## src/rtl/ucsbece154b_fifo_arb_pkg.sv

```systemverilog
// Shared types and constants for the two-producer FIFO push arbiter.
package ucsbece154b_fifo_arb_pkg;

  typedef enum logic [0:0] {
    ARB_IDLE  = 1'b0,
    ARB_BURST = 1'b1
  } arb_state_e;

  localparam logic OWNER_0 = 1'b0;
  localparam logic OWNER_1 = 1'b1;

  // Beat counter width; a one-beat burst still needs a 1-bit counter.
  function automatic int unsigned cnt_width(input int unsigned burst_len);
    if (burst_len > 32'd1) begin
      return $clog2(burst_len);
    end else begin
      return 32'd1;
    end
  endfunction

endpackage

```

## src/rtl/ucsbece154b_rr_pick2.sv

```systemverilog
// Combinational two-way round-robin picker: a lone requester wins outright,
// on contention the producer named by prio wins.
module ucsbece154b_rr_pick2
  import ucsbece154b_fifo_arb_pkg::*;
(
  input  logic [1:0] req,
  input  logic       prio,
  output logic       win,
  output logic       any
);

  // Select the winner from the request pattern and current priority.
  always_comb begin
    win = OWNER_0;
    any = |req;
    case (req)
      2'b01:   win = OWNER_0;
      2'b10:   win = OWNER_1;
      2'b11:   win = prio;
      default: win = OWNER_0;
    endcase
  end

endmodule

```

## src/rtl/ucsbece154b_fifo_push_arb.sv

```systemverilog
// Round-robin burst arbiter sharing one FIFO push port between two producers.
// A winner owns the port for exactly BURST_LEN accepted beats; priority then
// rotates to the other producer. flush_i aborts a burst without rotating.
module ucsbece154b_fifo_push_arb
  import ucsbece154b_fifo_arb_pkg::*;
#(
  parameter int DATA_WIDTH = 32,
  parameter int BURST_LEN  = 4
) (
  input  logic                  clk_i,
  input  logic                  rst_ni,
  input  logic                  flush_i,
  input  logic                  req0_i,
  input  logic                  req1_i,
  input  logic                  valid0_i,
  input  logic                  valid1_i,
  input  logic [DATA_WIDTH-1:0] data0_i,
  input  logic [DATA_WIDTH-1:0] data1_i,
  output logic                  ready0_o,
  output logic                  ready1_o,
  output logic                  gnt0_o,
  output logic                  gnt1_o,
  output logic [DATA_WIDTH-1:0] fifo_data_o,
  output logic                  fifo_push_o,
  input  logic                  fifo_full_i,
  output logic                  busy_o,
  output logic                  burst_done_o
);

  localparam int unsigned      CNT_W    = cnt_width(BURST_LEN);
  localparam logic [CNT_W-1:0] CNT_LAST = CNT_W'(BURST_LEN - 1);

  arb_state_e       state_q, state_d;
  logic             owner_q, owner_d;
  logic             prio_q, prio_d;
  logic [CNT_W-1:0] cnt_q, cnt_d;
  logic             busy_q, busy_d;
  logic             gnt0_q, gnt0_d;
  logic             gnt1_q, gnt1_d;

  logic             pick_win_s;
  logic             pick_any_s;
  logic             beat_ok_s;
  logic             own_valid_s;

  ucsbece154b_rr_pick2 u_pick (
    .req  ({req1_i, req0_i}),
    .prio (prio_q),
    .win  (pick_win_s),
    .any  (pick_any_s)
  );

  // Next-state, beat counting and the combinational handshake outputs.
  always_comb begin
    state_d      = state_q;
    owner_d      = owner_q;
    prio_d       = prio_q;
    cnt_d        = cnt_q;
    ready0_o     = 1'b0;
    ready1_o     = 1'b0;
    fifo_push_o  = 1'b0;
    fifo_data_o  = {DATA_WIDTH{1'b0}};
    burst_done_o = 1'b0;
    beat_ok_s    = 1'b0;
    own_valid_s  = 1'b0;
    case (state_q)
      ARB_IDLE: begin
        if (flush_i) begin
          state_d = ARB_IDLE;
        end else if (pick_any_s) begin
          state_d = ARB_BURST;
          owner_d = pick_win_s;
          cnt_d   = {CNT_W{1'b0}};
        end else begin
          state_d = ARB_IDLE;
        end
      end
      ARB_BURST: begin
        // Full is honoured even if the FIFO pops this cycle: never push-while-full.
        beat_ok_s   = !fifo_full_i && !flush_i;
        ready0_o    = (owner_q == OWNER_0) && beat_ok_s;
        ready1_o    = (owner_q == OWNER_1) && beat_ok_s;
        own_valid_s = (owner_q == OWNER_1) ? valid1_i : valid0_i;
        fifo_data_o = (owner_q == OWNER_1) ? data1_i : data0_i;
        fifo_push_o = own_valid_s && beat_ok_s;
        if (flush_i) begin
          state_d = ARB_IDLE;
          cnt_d   = {CNT_W{1'b0}};
        end else if (fifo_push_o) begin
          if (cnt_q == CNT_LAST) begin
            burst_done_o = 1'b1;
            state_d      = ARB_IDLE;
            cnt_d        = {CNT_W{1'b0}};
            prio_d       = !owner_q;
          end else begin
            cnt_d = cnt_q + CNT_W'(1);
          end
        end else begin
          cnt_d = cnt_q;
        end
      end
      default: begin
        state_d = ARB_IDLE;
        cnt_d   = {CNT_W{1'b0}};
      end
    endcase
    busy_d = (state_d == ARB_BURST);
    gnt0_d = busy_d && (owner_d == OWNER_0);
    gnt1_d = busy_d && (owner_d == OWNER_1);
  end

  // State, ownership, priority and registered grant/busy flops.
  always_ff @(posedge clk_i or negedge rst_ni) begin
    if (!rst_ni) begin
      state_q <= ARB_IDLE;
      owner_q <= OWNER_0;
      prio_q  <= OWNER_0;
      cnt_q   <= {CNT_W{1'b0}};
      busy_q  <= 1'b0;
      gnt0_q  <= 1'b0;
      gnt1_q  <= 1'b0;
    end else begin
      state_q <= state_d;
      owner_q <= owner_d;
      prio_q  <= prio_d;
      cnt_q   <= cnt_d;
      busy_q  <= busy_d;
      gnt0_q  <= gnt0_d;
      gnt1_q  <= gnt1_d;
    end
  end

  assign busy_o = busy_q;
  assign gnt0_o = gnt0_q;
  assign gnt1_o = gnt1_q;

endmodule

```

## config.mk

```make
export PLATFORM = sky130hd
export DESIGN_NAME = ucsbece154b_fifo_push_arb
export DESIGN_NICKNAME = d
export VERILOG_FILES = /design/src/rtl/ucsbece154b_fifo_arb_pkg.sv /design/src/rtl/ucsbece154b_rr_pick2.sv /design/src/rtl/ucsbece154b_fifo_push_arb.sv
export SDC_FILE = /design/constraint.sdc
export NUM_CORES = 1
export LEC_CHECK = 0
export ABC_AREA = 1
export ABC_CLOCK_PERIOD_IN_PS = 1450
export CAP_MARGIN = 20
export CORE_MARGIN = 1.5
export CORE_UTILIZATION = 55
export CTS_CLUSTER_DIAMETER = 200
export CTS_CLUSTER_SIZE = 40
export DETAILED_ROUTE_END_ITERATION = 10
export DONT_BUFFER_PORTS = 1
export PLACE_DENSITY = 0.77
export SLEW_MARGIN = 40
export SYNTH_ARGS = -nofsm -noshare
export SYNTH_HDL_FRONTEND = slang
export SYNTH_SLANG_ARGS = --single-unit
```

## constraint.sdc

```tcl
create_clock -name clk_i -period 1.45 [get_ports clk_i]
set_clock_uncertainty 0.15 [all_clocks]
set_input_delay 0.29 -clock clk_i [delete_from_list [all_inputs] [get_ports clk_i]]
set_output_delay 0.29 -clock clk_i [all_outputs]
set_load 0.02 [all_outputs]
```

**Word level (Yosys, flattened, before mapping)**

Index checks and enable logic that the tools add are counted.

- Logic and storage cells: 55
- Bits in registers: 7

- Bitwise gates (word level): 4
- Eq/ne operators: 6
- Mux-type cells: 26
- Add/sub/neg operators: 1
- Reductions and logical operators: 12

Operator list:

| operator | count |
|---|---|
| $mux W32 | 2 |
| $mux W1 | 16 |
| $mux W2 | 5 |
| $eq A2 B2 Y1 const B | 3 |
| $logic_and A1 B1 Y1 | 6 |
| $ne A2 B2 Y1 const B | 2 |
| $not A1 Y1 | 4 |
| $pmux W1 S2 | 2 |
| $pmux W2 S2 | 1 |
| $reduce_and A4 Y1 | 1 |
| $logic_not A1 Y1 | 3 |
| $ne A3 B2 Y1 const B | 1 |
| $reduce_and A3 Y1 | 1 |
| $add A2 B1 Y2 const B | 1 |
| $reduce_or A2 Y1 | 1 |

**Depth between registers and ports, before layout**

Gate-level depths: netlist of run 1.

- Word-level depth: 7
- Gate-level depth with buffers: 8
- Mapped depth without buffers: 7

**Cells and area by module**

From an unflattened synthesis of run 1, not the netlist that was laid out.

- Cells, all modules: 159
- Area total of the unflattened synthesis: 915.9 µm²

Modules (own cells, without submodules):

| module | times used | cells each | area each (µm²) | sequential area each (µm²) |
|---|---|---|---|---|
| ucsbece154b_fifo_push_arb | 1 | 154 | 893.4 | 175.2 |
| ucsbece154b_rr_pick2 | 1 | 5 | 22.5 | 0.0 |

**Worst setup path before layout of run 1**

OpenSTA, ideal clock, no wires.

- Kind: register -> output
- Start point: register busy_o (netlist name)
- End point: output ready1_o
- Path buffers: 1
- Cell stages (with the launch flop): 4
- Slack: -0.303 ns
- Required time: 1.010 ns
- Arrival time: 1.313 ns
- Cells stage by stage: dfrtp_1 > buf_6 > inv_1 > nor4_1

RTL lines:

| what | RTL line | source |
|---|---|---|
| to (decl) | ucsbece154b_fifo_push_arb.sv:20 | `output logic ready1_o,` |

**Final worst setup path of run 1**

- Start point: register owner_q
- End point: output fifo_data_o[19]

- Word-level cells in the longest chain between the ends: 2

RTL lines:

| what | RTL line | source |
|---|---|---|
| from (decl) | ucsbece154b_fifo_push_arb.sv:34 | `logic owner_q, owner_d;` |
| from (signal assigned) | ucsbece154b_fifo_push_arb.sv:124 | `owner_q <= owner_d;` |
| $mux W32 | ucsbece154b_fifo_push_arb.sv:84 | `fifo_data_o = (owner_q == OWNER_1) ? data1_i : data0_i;` |
| $mux W32 | ucsbece154b_fifo_push_arb.sv:66 | `case (state_q)` |
| to (decl) | ucsbece154b_fifo_push_arb.sv:23 | `output logic [DATA_WIDTH-1:0] fifo_data_o,` |

Every way passes these cells.

==> out/qor.yml, run 1 <==
logic_synthesis:
  synth-seq-area-share_pct: 19.8
  synth_cell_types: 23
  synthSimpleGateAreaFrac_pct: 45.8
  netlist_area_sq_um: 883
  muxShareOfSynthArea_pct: 0
  synth_fp_nets: 232
  synth_compound_area_share_pct: 21.2
  postSynthAreaPerCell_sq_um: 5.56
  yosysWarnings: 0
  synth_top_family_by_area: "simple AND/OR/NAND/NOR gates"
  yosys.area_share.adder_pct: 1.42
  ys_ff_latch: 7
  synthXorXnorAreaFrac_pct: 0
  synthCells: 159
outcome:
  status: "finished with violations"
  violations: "setup timing"
setup_path:
  arrival_ns: 1.25
  cp_slowest_cell: "dfrtp_2"
  max_stage_delay_ns: 0.44
  path_class: "reg2out"
  worst-path-max-fanout: 11
  end_kind: "output pin"
  startpoint_type: "flip-flop"
  required_ns: 1.01
  path_cells: "clkinv_4 > clkbuf_16 > nor2_1 > nor2_2"
final_layout:
  syn_to_final_growth_pct: 48.2
  n_antenna_cell: 0
  fin_nets: 249
  final_area_sq_um: 1310
  final_common_cell: "nor2_2"
  fill_cells: 90
  final_cell_mix: "nor2_2 (32), nor2_1 (28), o21ai_0 (22), buf_4 (12), o21ai_1 (10)"
  drive_gt1_share_pct: 51.4
power:
  p_int_mw: 0.661
  p_total_mw: 1.37
  sw_frac_of_total_pct: 51.7
  seqPwrFrac_pct: 19.0
  p_sw_mw: 0.709
  p_per_area_nw_per_um2: 1050
  clkPwrFrac_pct: 12.8
  combPwrFrac_pct: 68.1
  peakVddDrop_uv: 680
  total_leakage_power_nw: 0.559
global_routing:
  grt_pass1_wl_um: 3810
  grt_overflow: 0
  grt_pass1_vias: 965
  antenna_found_initial: 0
  grt_usage_pct: 25.9
  grt_max_degree: 23
floorplan:
  die-area_sq_um: 1860
  die-width_um: 43.1
  fp.dieH_um: 43.1
  fp.coreArea_sq_um: 1510
  row_count: 14
  io_pins: 111
  start_util_pct: 58.6
sta:
  hold_viol: 0
  rsz0062_at_grt: "yes"
  fin_crit_ns: 1.69
  clock.fmax_mhz: 590
  finalSetupTns_ns: -7.43
  worstMarginPinSlew_ns: 0.309
  fin_ws_ns: -0.244
  period_share_pct: 117
  slew_violations: 0
  setup_viol: 37
  slew_headroom_pct: 79.3
clock_network:
  cts_made_buffers: 3
  cts_tree: "built"
  clk_latency_ns: 0.24
  cts.sinks: 7
  cts-root-buf: "clkbuf_4"
  clk_path_buf_depth: 2
  clk_pin_slew_ns: 0.05
  h-tree-depth: 1
placed_design:
  dpl.hpwl_um: 1980
  place_area_sq_um: 1070
  routabilityCongestion: 0.721
  portBuffers: 0
run:
  maxCapViolCount: 0
route:
  drt_pass1_iterations: 4
  via_per_inst: 5.87
  drt-total-wl_um: 2910
  wire_per_inst_um: 15.2
  drc: 0
  drt_iter0_drc: 20
  vias: 1121
  ant_nets: 0
hold_path:
  hp-class: "in2reg"
final timing paths:
check	startpoint	end	slack [ns]	cells after the start
max	owner_q	fifo_data_o[19]	-0.24	4
min	req0_i	busy_o	0.07	2
min in group asynchronous	rst_ni	gnt1_o	0.22	1
max in group asynchronous	rst_ni	owner_q	0.68	1
max reg2reg	owner_q	cnt_q[0]	0	9
min reg2reg	prio_q	prio_q	0.37	2
cell families (layout without fill, tap and decap cells):
logic type	Yosys count	count (layout)
AO/OA/AOI/OAI	36	36
adder cells (fa/ha/maj)	1	1
buffers and inverters	20	36
flip-flops	7	7
AND/OR/NAND/NOR	95	95
Yosys cell counts, drive strengths merged:
master | number | area share [%]
ha | 1 | 1.4
nand4 | 1 | 0.71
clkbuf | 2 | 1.1
dfrtp | 7 | 20
inv | 9 | 4.1
nor4 | 2 | 2.1
nor2 | 68 | 29
nand3 | 6 | 4.5
nor3 | 1 | 0.57
a21oi | 2 | 1.6
nand2 | 17 | 8.6
o21ai | 34 | 20
buf | 9 | 6.5
metrics by stage:
stage	worst slack (ns)	util [%]	std cells	hold WS, ns
CTS	-0.256	76.3	189	0.0707
floorplan	0.00144	-	159	-0.156
detailed placement	-0.0237	70.9	180	-0.155
finish	-0.244	86.9	191	0.0695
global placement	0.00191	70.9	180	-0.155
global route	-0.276	86.9	191	0.0747
metal layers:
metal	wire length (um)	GRT usage, %	part of all wire (%)	up-vias
met1	1090	27.7	38	514
met3	224	2.55	7.7	2
met4	18	3.64	0.62	0
met5	0	0	0	-
met2	1570	53.9	54	60
li1	-	-	-	545
critical path: cells and delay by family, from the launching register on:
family                 cells  cell delay [ns]
buffers and inverters      2             0.28
flip-flops                 1             0.44
AND/OR/NAND/NOR            2             0.28
state kept, by name (all words and copies together) (netlist names):
| name | count |
|---|---|
| busy_o | 1 |
| cnt_q | 2 |
| gnt0_o | 1 |
| gnt1_o | 1 |
| owner_q | 1 |
| prio_q | 1 |
layout make-up:
| class | instances | area, sq um | share of cell area [%] |
|---|---|---|---|
| Inverter | 9 | 38.8 | 2.96 |
| Multi-Input combinational cell | 132 | 797 | 60.9 |
| Sequential cell | 7 | 178 | 13.6 |
| Tap cell | 16 | 20.0 | 1.53 |
| Timing Repair Buffer | 23 | 249 | 19.0 |
| Clock buffer | 4 | 26.3 | 2.01 |
power groups by stage:
stage                     registers [mW]  clock network (mW)  logic, mW
after detailed placement           0.259                   0      0.757
after CTS                          0.259               0.178      0.783
after global placement             0.257                   0      0.734
after floorplan                    0.253                   0      0.652
after global routing               0.265               0.184      0.994
final                              0.261               0.176      0.934
repair_timing:
item / 4_1_cts / 5_1_grt
buffers inserted: 4 / 3
endpoints found under the setup margin: 36 / 40
pin swaps: 19 / 11
hold buffers: 1 / 0
resized for setup: 8 / 39
cloned: 0 / 2
hold endpoints to repair: 7 / 0
Power figures use the tool's default switching activity.
==> inputs of run 2 (changes only) <==
ABC_CLOCK_PERIOD_IN_PS = 1700   (was 1450)
clock period = 1.7 ns   (was 1.45 ns; I/O delays follow)
==> run 2 against run 1 <==
The flow still finishes with violations (setup timing). Worst hold slack improved by 0.041 ns. Non-clock buffer count grew 22. Clock power decreased by 9.7%. Via count rose by 9.5%. Sequential share of layout area grew 0.074 points. Combinational power decreased by 14%. Final area shrank 1.2%. Total power is 14% lower. Sequential power shrank 16%. Routed wire length is 11% higher. Critical path type unchanged. Largest cell class unchanged. Largest power group unchanged. Highest routed layer unchanged.
==> out/qor.yml, run 2 (synthesis results as in run 1) <==
outcome:
  status: "finished with violations"
  violations: "setup timing"
power:
  p_per_area_nw_per_um2: 916  # -12%
  total_leakage_power_nw: 0.671  # +20%
  peakVddDrop_uv: 732  # +7.6%
  sw_frac_of_total_pct: 48.7  # -3.0 points
  seqPwrFrac_pct: 18.6  # -0.4 points
  clkPwrFrac_pct: 13.4  # +0.6 points
  p_sw_mw: 0.577  # -19%
  p_int_mw: 0.608  # -8.1%
  p_total_mw: 1.18  # -14%
  combPwrFrac_pct: 68.0  # about the same
final_layout:
  final_common_cell: "nor2_1"
  final_core_util_pct: 85.8  # -1.1 points
  multi_input_area_sq_um: 649  # -19%
  largest_register_ffs: 2  # unchanged
  n_antenna_cell: 0  # unchanged
  final_cell_mix: "nor2_1 (53), buf_4 (39), o21ai_0 (21), nor2_2 (15), nand2_1 (12)"
  fill_cells: 95  # +5.6%
  fin_nets: 271  # +8.8%
  drive_gt1_share_pct: 40.1  # -11 points
  regArea_sq_um: 176  # -0.70%
  largest-register: "cnt_q"
  syn_to_final_growth_pct: 46.3
setup_path:
  max_stage_delay_ns: 0.45  # about the same
  startpoint_type: "flip-flop"
  arrival_ns: 1.34  # +0.09 ns
  end_kind: "output pin"
  path_class: "reg2out"
  path_cells: "buf_6 > nor4_2 > buf_4"
  required_ns: 1.21  # +0.20 ns
  reg2reg_slack_ns: 0.34  # +0.34 ns
  worst-path-max-fanout: 11  # unchanged
  cp_slowest_cell: "dfrtp_2"
route:
  drt_pass1_iterations: 4  # unchanged
  drc: 0  # unchanged
  drt-total-wl_um: 3220  # +11%
  wire_per_inst_um: 15.1  # -0.71%
  via_per_inst: 5.77  # -1.8%
  ant_nets: 0  # unchanged
  drt_iter0_drc: 22  # +10%
  vias: 1228  # +9.5%
global_routing:
  top_usage_layer: "met2"
  grt_overflow: 0  # unchanged
  grt_pass1_vias: 1033  # +7.0%
  grt_pass1_wl_um: 4410  # +16%
  use_met3_pct: 6.38  # +3.8 points
  grt_usage_pct: 31.6  # +5.8 points
  grt_max_degree: 25  # +8.7%
  antenna_found_initial: 0  # unchanged
  grt_use_met2_pct: 62.1  # +8.2 points
  globalRouteMet1Util_pct: 29.6  # +2.0 points
sta:
  whs_ns: 0.110  # +0.0405 ns
  clock.fmax_mhz: 547
  period_share_pct: 108
  slew_headroom_pct: 77.3  # -2.0 points
  rsz0062_at_grt: "yes"
  slew_violations: 0  # unchanged
  fin_ws_ns: -0.129  # +0.115 ns
  fin_crit_ns: 1.83
  hold_viol: 0  # unchanged
  worstMarginPinSlew_ns: 0.340  # +0.0305 ns
  setup_viol: 34  # -8.1%
run:
  maxCapViolCount: 0  # unchanged
clock_network:
  clk_latency_ns: 0.26  # +0.02 ns
  h-tree-depth: 1  # unchanged
  clk_pin_slew_ns: 0.05  # about the same
  clk_path_buf_depth: 2  # unchanged
  cts.sinks: 7  # unchanged
  cts_tree: "built"
  cts-root-buf: "clkbuf_4"
  cts_made_buffers: 3  # unchanged
floorplan:
  die-width_um: 43.1  # unchanged
  die-area_sq_um: 1860  # unchanged
  fp.dieH_um: 43.1  # unchanged
  start_util_pct: 58.6  # unchanged
  io_pins: 111  # unchanged
  fp.coreArea_sq_um: 1510  # unchanged
  row_count: 14  # unchanged
placed_design:
  routabilityCongestion: 0.737  # +2.2%
  portBuffers: 0  # unchanged
  dpl.hpwl_um: 2290  # +16%
hold_path:
  hp-class: "in2reg"
[run 2: worst paths after layout]
check	start	endpoint	depth (start not counted)
max	owner_q	ready0_o	3
min	req0_i	busy_o	2
max reg2reg	busy_o	gnt0_o	6
min reg2reg	prio_q	prio_q	2
max in group asynchronous	rst_ni	owner_q	1
min in group asynchronous	rst_ni	owner_q	1
[run 2: stage by stage]
stage               cell area [sq um]  worst slack [ns]  TNS, ns  cells
floorplan                         890            0.0532        0    159
CTS                              1220           -0.0916    -1.89    212
finish                           1290            -0.129    -2.38    213
detailed placement               1150             0.145        0    203
global placement                 1150             0.192        0    203
global route                     1290            -0.222    -3.96    213
[run 2: timing repair]
action                                 CTS  global route
endpoints found under the hold margin    7             0
pin swaps                                1             1
setup endpoints to repair               36            36
hold buffers                             1             0
buffers inserted                         4             0
gates cloned                             0             1
gates resized for setup                  8            25
[run 2: worst max-delay path: cells and delay by family, from the launching register on]
family / cells / cell delay (ns)
DFF: 1 / 0.45
buffers and inverters: 2 / 0.35
and+or+nand+nor: 1 / 0.28
[run 2: layout make-up]
class,instances,share of cell area (%)
Inverter,9,3.00
Multi-Input combinational cell,132,50.2
Sequential cell,7,13.6
Clock buffer,4,2.03
Timing Repair Buffer,45,29.5
Tap cell,16,1.55
[run 2: power by group through the flow]
stage | clock network (mW) | logic [mW] | registers [mW]
3_5_place_dp | 0 | 0.703 | 0.219
5_1_grt | 0.169 | 0.861 | 0.222
3_3_place_gp | 0 | 0.676 | 0.216
4_1_cts | 0.160 | 0.742 | 0.218
2_1_floorplan | 0 | 0.475 | 0.215
6_report | 0.159 | 0.806 | 0.220
[run 2: layer usage]
layer	wire length (um)	vias to the layer above
met5	0	-
met1	1040	546
met2	1750	76
li1	-	587
met3	309	19
met4	119	0
==> inputs of run 3 (changes only) <==
ABC_CLOCK_PERIOD_IN_PS = 2050   (was 1700)
clock period = 2.05 ns   (was 1.7 ns; I/O delays follow)
==> run 3 against run 2 <==
The run now ends clean. Sequential power shrank 18%. Combinational power shrank 29%. First-iteration DRC count grew 36%. Global-route usage shrank 1.7 points. Clock power shrank 23%. Total power shrank 26%. Count of clock-buffer cells in the layout is the same. Utilization shrank 8.8 points. Register-to-register slack gained 0.33 ns. Largest power group unchanged. Highest routed layer unchanged.
==> out/qor.yml, run 3 (synthesis results as in run 1) <==
setup_path:
  path_class: "reg2out"
  required_ns: 1.49  # +0.28 ns
  startpoint_type: "flip-flop"
  end_kind: "output pin"
  arrival_ns: 1.40  # +0.06 ns
  worst-path-max-fanout: 15  # +4
sta:
  slew_headroom_pct: 79.9  # +2.6 points
  rsz0062_at_grt: "no"
  worstMarginPinSlew_ns: 0.301  # -0.0390 ns
  period_share_pct: 95.7
  clock.fmax_mhz: 510
  hold_viol: 0  # unchanged
  finalSetupTns_ns: 0  # +2.38 ns
  setup_viol: 0  # -100%
  fin_crit_ns: 1.96
  slew_violations: 0  # unchanged
  whs_ns: 0.187  # +0.0772 ns
power:
  combPwrFrac_pct: 65.4  # -2.6 points
  p_total_mw: 0.876  # -26%
  p_sw_mw: 0.435  # -25%
  total_leakage_power_nw: 0.637  # -5.1%
  seqPwrFrac_pct: 20.5  # +1.9 points
  peakVddDrop_uv: 386  # -47%
  sw_frac_of_total_pct: 49.7  # +1.0 points
  p_per_area_nw_per_um2: 755  # -18%
  clkPwrFrac_pct: 14.1  # +0.7 points
  p_int_mw: 0.440  # -28%
final_layout:
  final_core_util_pct: 77.0  # -8.8 points
  syn_to_final_growth_pct: 31.3
  fill_cells: 124  # +31%
  regArea_sq_um: 175  # -0.71%
  n_antenna_cell: 0  # unchanged
  final_area_sq_um: 1160  # -10%
  final_common_cell: "nor2_1"
  largest_register_ffs: 2  # unchanged
  fin_nets: 265  # -2.2%
  largest-register: "cnt_q"
  final_cell_mix: "nor2_1 (67), buf_4 (38), o21ai_0 (32), nand2_1 (12)"
  multi_input_area_sq_um: 604  # -6.9%
  drive_gt1_share_pct: 28.3  # -12 points
clock_network:
  cts.sinks: 7  # unchanged
  h-tree-depth: 1  # unchanged
  clk_pin_slew_ns: 0.05  # about the same
  cts-root-buf: "clkbuf_4"
  cts_made_buffers: 3  # unchanged
  clk_latency_ns: 0.25  # about the same
  postCtsSetupBuffers: 0  # -4
  cts_tree: "built"
  clk_path_buf_depth: 2  # unchanged
route:
  drc: 0  # unchanged
  drt_iter0_drc: 30  # +36%
  drt_pass1_iterations: 4  # unchanged
  ant_nets: 0  # unchanged
  vias: 1150  # -6.4%
  drt-total-wl_um: 2740  # -15%
  wire_per_inst_um: 13.2  # -12%
  via_per_inst: 5.56  # -3.6%
global_routing:
  antenna_found_initial: 0  # unchanged
  grt_usage_pct: 29.9  # -1.7 points
  grt_pass1_wl_um: 4240  # -3.9%
  grt_max_degree: 35  # +40%
  grt_overflow: 0  # unchanged
  grt_pass1_vias: 987  # -4.5%
floorplan:
  row_count: 14  # unchanged
  start_util_pct: 58.6  # unchanged
  die-width_um: 43.1  # unchanged
  fp.coreArea_sq_um: 1510  # unchanged
  die-area_sq_um: 1860  # unchanged
  fp.dieH_um: 43.1  # unchanged
  io_pins: 111  # unchanged
outcome:
  status: "finished clean"
placed_design:
  portBuffers: 0  # unchanged
  routabilityCongestion: 0.784  # +6.3%
  place_area_sq_um: 1120  # -2.3%
  dpl.hpwl_um: 2160  # -5.9%
hold_path:
  hp-class: "in2reg"
run:
  maxCapViolCount: 0  # unchanged
[run 3: cell types whose count changed in the layout (fill, tap and decap cells not counted), moves of 2 or more]
cell     delta
buf_6       -3
o21ai_1    -10
inv_2       -2
nor2_2     -14
o21ai_0    +11
inv_1       +2
nor2_1     +14
[run 3: routing by layer]
| metal | track usage, % | wire [um] | up-vias |
|---|---|---|---|
| met1 | 32.4 | 941 | 506 |
| met2 | 55.8 | 1490 | 69 |
| met4 | 10.9 | 19 | 0 |
| met5 | 0 | 0 | - |
| met3 | 6.81 | 290 | 3 |
| li1 | - | - | 572 |
[run 3: critical path, stage by stage (launching register included)]
cell and delay, ns:
dfrtp_1 0.42, buf_4 0.23, nand2_1 0.08, nand2_2 0.10, nand4_1 0.13, inv_1 0.19
[run 3: what timing repair did]
| action | 4_1_cts | 5_1_grt |
|---|---|---|
| hold buffers | 1 | 0 |
| endpoints found under the hold margin | 7 | 0 |
| endpoints found under the setup margin | 0 | 2 |
| resized for setup | 0 | 1 |
[run 3: final cells by class]
type | instances | area share (%)
sequential | 7 | 15.1
timing repair buffer | 39 | 25.5
tap | 16 | 1.73
clock buffer | 4 | 2.27
inverter | 9 | 3.34
multi-input combinational | 132 | 52.1
[run 3: worst paths after layout]
kind	startpoint	endpoint	slack, ns	cells after the start
setup / recovery	owner_q	burst_done_o	0.09	5
hold / removal	req0_i	busy_o	0.19	2
setup reg to reg	owner_q	cnt_q[1]	0.67	7
hold reg to reg	prio_q	prio_q	0.36	2
max in group asynchronous	rst_ni	owner_q	1.19	1
min in group asynchronous	rst_ni	gnt0_o	0.33	1
[run 3: power by group through the flow]
stage	clock (mW)	sequential (mW)	combinational, mW
3_5_place_dp	0	0.180	0.567
2_1_floorplan	0	0.178	0.392
6_report	0.123	0.180	0.573
4_1_cts	0.125	0.179	0.572
3_3_place_gp	0	0.179	0.547
5_1_grt	0.133	0.181	0.627
[run 3: stage by stage]
step / std cells / setup slack, ns
2_1_floorplan: 159 / 0.177
3_3_place_gp: 202 / 0.366
3_5_place_dp: 202 / 0.322
4_1_cts: 207 / 0.0563
5_1_grt: 207 / 0.0164
6_report: 207 / 0.0879
